### src/rtl/left_shift_x16_pipe_if.sv
// Handshake bundle for the pipelined 16-bit left rotator/shifter.
// The ovf member exists only when LSX16_OVF_EN is defined.
interface left_shift_x16_pipe_if #(
  parameter int WIDTH = 16
);
  logic             in_valid;
  logic             in_ready;
  logic [WIDTH-1:0] a;
  logic [WIDTH-1:0] b;
  logic             rot;
  logic             out_valid;
  logic             out_ready;
  logic [WIDTH-1:0] out;
`ifdef LSX16_OVF_EN
  logic             ovf;
`endif

  modport master (
    output in_valid, a, b, rot, out_ready,
    input  in_ready, out_valid,
`ifdef LSX16_OVF_EN
           ovf,
`endif
           out
  );

  modport slave (
    input  in_valid, a, b, rot, out_ready,
    output in_ready, out_valid,
`ifdef LSX16_OVF_EN
           ovf,
`endif
           out
  );
endinterface

### src/rtl/left_shift_x16_pipe.sv
// Four-stage log shifter (1, 2, 4, 8) doing rotate or logical shift left with a
// valid/ready handshake; LSX16_OVF_EN adds a sticky shifted-out flag (ovf).
module left_shift_x16_pipe #(
  parameter int WIDTH = 16
) (
  input  logic                 clk,
  input  logic                 rst,
  left_shift_x16_pipe_if.slave bus
);
  localparam int AW     = 4;
  localparam int STAGES = 4;

  logic adv;
  logic last_valid;

  // A single enable moves every stage together, so a stall can never split a packet.
  assign adv          = ~last_valid | bus.out_ready;
  assign bus.in_ready = adv;

  logic unused_b;
  assign unused_b = &{1'b0, bus.b[WIDTH-1:AW]};

  genvar gi;
  generate
    for (gi = 0; gi < STAGES; gi++) begin : g_stage
      localparam int DIST = 1 << gi;
      // Amount bits still pending on entry; bit 0 is the one this stage consumes.
      localparam int RW   = AW - gi;

      logic             st_valid;
      logic [WIDTH-1:0] st_data;
      logic [RW-1:0]    st_amt;
      logic             st_rot;
      logic [WIDTH-1:0] data_next;
      logic             valid_reg;
      logic [WIDTH-1:0] data_reg;
`ifdef LSX16_OVF_EN
      logic             st_ovf;
      logic             ovf_next;
      logic             ovf_reg;
`endif

      if (gi == 0) begin : g_src
        assign st_valid = bus.in_valid;
        assign st_data  = bus.a;
        assign st_amt   = bus.b[AW-1:0];
        assign st_rot   = bus.rot;
`ifdef LSX16_OVF_EN
        assign st_ovf   = 1'b0;
`endif
      end else begin : g_src
        assign st_valid = g_stage[gi-1].valid_reg;
        assign st_data  = g_stage[gi-1].data_reg;
        assign st_amt   = g_stage[gi-1].g_carry.amt_reg;
        assign st_rot   = g_stage[gi-1].g_carry.rot_reg;
`ifdef LSX16_OVF_EN
        assign st_ovf   = g_stage[gi-1].ovf_reg;
`endif
      end

      always_comb begin
        data_next = st_data;
        if (st_amt[0]) begin
          if (st_rot) begin
            data_next = {st_data[WIDTH-1-DIST:0], st_data[WIDTH-1 -: DIST]};
          end else begin
            data_next = {st_data[WIDTH-1-DIST:0], {DIST{1'b0}}};
          end
        end
      end

`ifdef LSX16_OVF_EN
      // Only bits lost in shift mode count; rotate keeps every bit.
      assign ovf_next = st_ovf | (~st_rot & st_amt[0] & (|st_data[WIDTH-1 -: DIST]));

      always_ff @(posedge clk or posedge rst) begin
        if (rst) begin
          ovf_reg <= 1'b0;
        end else if (adv) begin
          ovf_reg <= ovf_next;
        end
      end
`endif

      always_ff @(posedge clk or posedge rst) begin
        if (rst) begin
          valid_reg <= 1'b0;
          data_reg  <= '0;
        end else if (adv) begin
          valid_reg <= st_valid;
          data_reg  <= data_next;
        end
      end

      // The last stage needs neither the mode nor any remaining amount bits.
      if (gi < STAGES - 1) begin : g_carry
        logic [RW-2:0] amt_reg;
        logic          rot_reg;

        always_ff @(posedge clk or posedge rst) begin
          if (rst) begin
            amt_reg <= '0;
            rot_reg <= 1'b0;
          end else if (adv) begin
            amt_reg <= st_amt[RW-1:1];
            rot_reg <= st_rot;
          end
        end
      end
    end
  endgenerate

  assign last_valid    = g_stage[STAGES-1].valid_reg;
  assign bus.out_valid = last_valid;
  assign bus.out       = g_stage[STAGES-1].data_reg;
`ifdef LSX16_OVF_EN
  assign bus.ovf       = g_stage[STAGES-1].ovf_reg;
`endif

endmodule
### src/flat_wrapper.sv
// flat-port wrapper written by rule: the top's interface ports become plain ports
module left_shift_x16_pipe_flat 
#(
  parameter int WIDTH = 16
)
  (clk, rst, bus_in_valid, bus_a, bus_b, bus_rot, bus_out_ready, bus_in_ready, bus_out_valid, bus_out);
  left_shift_x16_pipe_if #(.WIDTH(WIDTH)) bus_i ();
  input  logic clk;
  input  logic rst;
  input wire logic [$bits(bus_i.in_valid)-1:0] bus_in_valid;
  input wire logic [$bits(bus_i.a)-1:0] bus_a;
  input wire logic [$bits(bus_i.b)-1:0] bus_b;
  input wire logic [$bits(bus_i.rot)-1:0] bus_rot;
  input wire logic [$bits(bus_i.out_ready)-1:0] bus_out_ready;
  output wire logic [$bits(bus_i.in_ready)-1:0] bus_in_ready;
  output wire logic [$bits(bus_i.out_valid)-1:0] bus_out_valid;
  output wire logic [$bits(bus_i.out)-1:0] bus_out;
  assign bus_i.in_valid = bus_in_valid;
  assign bus_i.a = bus_a;
  assign bus_i.b = bus_b;
  assign bus_i.rot = bus_rot;
  assign bus_i.out_ready = bus_out_ready;
  assign bus_in_ready = bus_i.in_ready;
  assign bus_out_valid = bus_i.out_valid;
  assign bus_out = bus_i.out;
  left_shift_x16_pipe #(.WIDTH(WIDTH)) u_core (.clk(clk), .rst(rst), .bus(bus_i));
endmodule
### config.mk
export PLATFORM = sky130hd
export DESIGN_NAME = left_shift_x16_pipe_flat
export DESIGN_NICKNAME = d
export VERILOG_FILES = /design/src/rtl/left_shift_x16_pipe_if.sv /design/src/rtl/left_shift_x16_pipe.sv /design/src/flat_wrapper.sv
export SDC_FILE = /design/constraint.sdc
export NUM_CORES = 1
export LEC_CHECK = 0
export BUFFER_PORTS_ARGS = -buffer_cell sky130_fd_sc_hd__buf_2
export CORE_MARGIN = 10
export CORE_UTILIZATION = 50
export DETAILED_ROUTE_END_ITERATION = 7
export GPL_TIMING_DRIVEN = 0
export PLACE_DENSITY = 0.74
export RECOVER_POWER = 25
export SLEW_MARGIN = 10
export SYNTH_ARGS = -nofsm -noshare
export SYNTH_HDL_FRONTEND = slang
export SYNTH_SLANG_ARGS = --single-unit
### constraint.sdc
create_clock -name clk -period 2.13 [get_ports clk]
set_input_delay 0.213 -clock clk [delete_from_list [all_inputs] [get_ports clk]]
set_output_delay 0.213 -clock clk [all_outputs]
set_load 0.01 [all_outputs]
==> metrics <==
VDD IR max 0.614 mV; Skew-Pair Late Insertion Delay 0.36 ns; Worst-Margin Slew 0.893 ns; drt wl/cell 17.4 µm; Synth area leader dfrtp_1; EDFF count, synth 0; most frequent cells after synthesis mux2_2, dfrtp_1, nand2b_1; total CTS buffers 9; Area contributors post-synth dfrtp_1, mux2_2, nor3b_1; setup repair after global routing missed its margin false; Clock Sinks 77; GRT overflow 0; Synth Instances 271; Internal Power 4.31 mW; Async SR Flop Fraction 1.00; gp weighted congestion 0.782; final worst-path setup slack 0.171 ns; count leader, synth mux2_2; Routed Wire Length 7470 µm; DRC Markers 0; Initial DRC Count 84; Final Skew 0.0115 ns; CP max FO 10; vias in the first global route 2472; Final HPWL DP 5500 µm; # nets final 363; CTS Buffer Depth 2; Switch Pwr 2.00 mW; WS Path Type flop to output port; total core area 7210 µm²; Final min period 1.96 ns; combinational share of power 0.373; synthesized flop and latch total 77; CTS H-Tree Depth 3; row count 31; max_slew headroom 0.405; placed inst area 4060 µm²; ant diodes 0; Slew Limit Fails 0; Synth Warn # 0; post-cts sizing count 0; CTS tree yes; Starting Density 0.511; Setup TNS Final 0 ns; switch share 0.317; post-CTS setup buffers 0; die area 11200 µm²; Startpoint Class flop; clock network fraction of total power 0.214; Crit. End Element output port; Die Height 106 µm; outcome complete, no violations; gr usage total 0.141; leakage 1.82 nW; register area share after synthesis 0.522; dpl ws 0.543 ns; first drt pass iteration count 4; mapped cell area 3690 µm²; Area Overhead vs Synth 16.2%; Max Clk Rate 0.511 GHz; Chip Width 106 µm; via-per-instance ratio 5.41; Final Power 6.31 mW; via count 2327; max reg flops 48; initial antenna violation count 0; global-route wire length before repair 12700 µm; worst hold slack 0.0874 ns; largest net degree at the start of global routing 37; Synth Flop Type dfrtp_1; Reg power frac 0.413; Worst Path Arrival 1.75 ns; Period Utilization, post-route 0.920; share of post-route cells with drive strength above 1 0.559; max_cap viols 0; synthesized net count 308; CTS clk-pin slew, worst paths 0.08 ns; num ports 55; Worst EP required 1.92 ns; Root Buffer clkbuf_8; HP Class input port to flop; PortBufs 41; Yosys top cell area share 0.522; Final ANT Viol Nets 0; syn avg cell area 13.6 µm²; power density over cell area 1470 nW/µm²; Final Hold Fails 0; Unique masters post-synth 13; final setup violation count 0; Finished Cell Area 4290 µm²
## cells in the final DEF, fill, tap and decap left out
master,instances
clkbuf_1,5
mux2_2,108
buf_1,1
a31oi_1,15
buf_2,50
nand3_1,15
nor3b_1,15
clkinvlp_2,1
nand2b_1,17
clkbuf_2,2
buf_6,3
bufinv_16,3
dfrtp_1,77
mux2_4,2
clkinvlp_4,2
clkbuf_8,10
dlygate4sd3_1,1
buf_4,3
clkinv_2,1
## per-layer routing
metal | routed length [µm] | vias to the layer above | GRT usage
met4 | 131 | 0 | 0.0609
met5 | 0 | - | 0
met1 | 3320 | 1190 | 0.179
li1 | - | 1096 | -
met2 | 3770 | 30 | 0.222
met3 | 255 | 11 | 0.0405
## stage by stage
step                utilization  instances
floorplan                     -        271
global placement          0.557        411
detailed placement        0.563        413
CTS                       0.599        430
global route              0.594        430
finish                    0.594        430
## cell type report
class	count	area (µm²)
Fill cell	608	2930
Tap cell	99	124
Buffer	21	124
Clock inverter	6	110
Sequential cell	77	1930
Timing Repair Buffer	44	225
Clock buffer	10	138
Inverter	1	5.00
Multi-Input combinational cell	172	1630
## timing repair
item / in CTS / in global routing
endpoints found under the setup margin: 0 / 0
hold buffers: 1 / 0
hold endpoints to repair: 14 / 0
## worst max-delay path: stages (launching register included)
cell	delay, ns
dfrtp_1	0.47
nand2b_1	0.12
buf_2	0.17
buf_6	0.17
buf_6	0.17
buf_6	0.15
buf_2	0.14
## kinds of logic after synthesis
family / after synthesis / share of synthesized area
AO/OA/AOI/OAI: 15 / 0.0254
buffers and inverters: 22 / 0.0346
flip-flops: 77 / 0.522
multiplexers: 110 / 0.338
AND/OR/NAND/NOR: 47 / 0.0797
## power groups by stage
stage | registers, mW | logic, mW | clock network (mW)
2_1_floorplan | 2.55 | 1.76 | 0
3_3_place_gp | 2.61 | 2.33 | 0
3_5_place_dp | 2.63 | 2.39 | 0
4_1_cts | 2.61 | 2.41 | 1.37
5_1_grt | 2.70 | 2.58 | 1.45
6_report | 2.61 | 2.36 | 1.35
## final timing paths
| path | from | to | depth (start not counted) | slack (ns) |
|---|---|---|---|---|
| min in group asynchronous | rst | u_core.g_stage[1].data_reg[0] | 3 | 0.46 |
| hold / removal | bus_b[3] | u_core.g_stage[0].g_carry.amt_reg[2] | 2 | 0.09 |
| setup reg to reg | u_core.g_stage[1].g_carry.amt_reg[0] | u_core.g_stage[2].data_reg[14] | 3 | 0.56 |
| hold reg to reg | u_core.g_stage[2].valid_reg | u_core.bus.out_valid | 1 | 0.47 |
| max in group asynchronous | rst | u_core.g_stage[1].g_carry.amt_reg[1] | 4 | 0.43 |
| setup / recovery | u_core.bus.out_valid | bus_in_ready | 6 | 0.17 |
(Power assumes the default switching activity.)
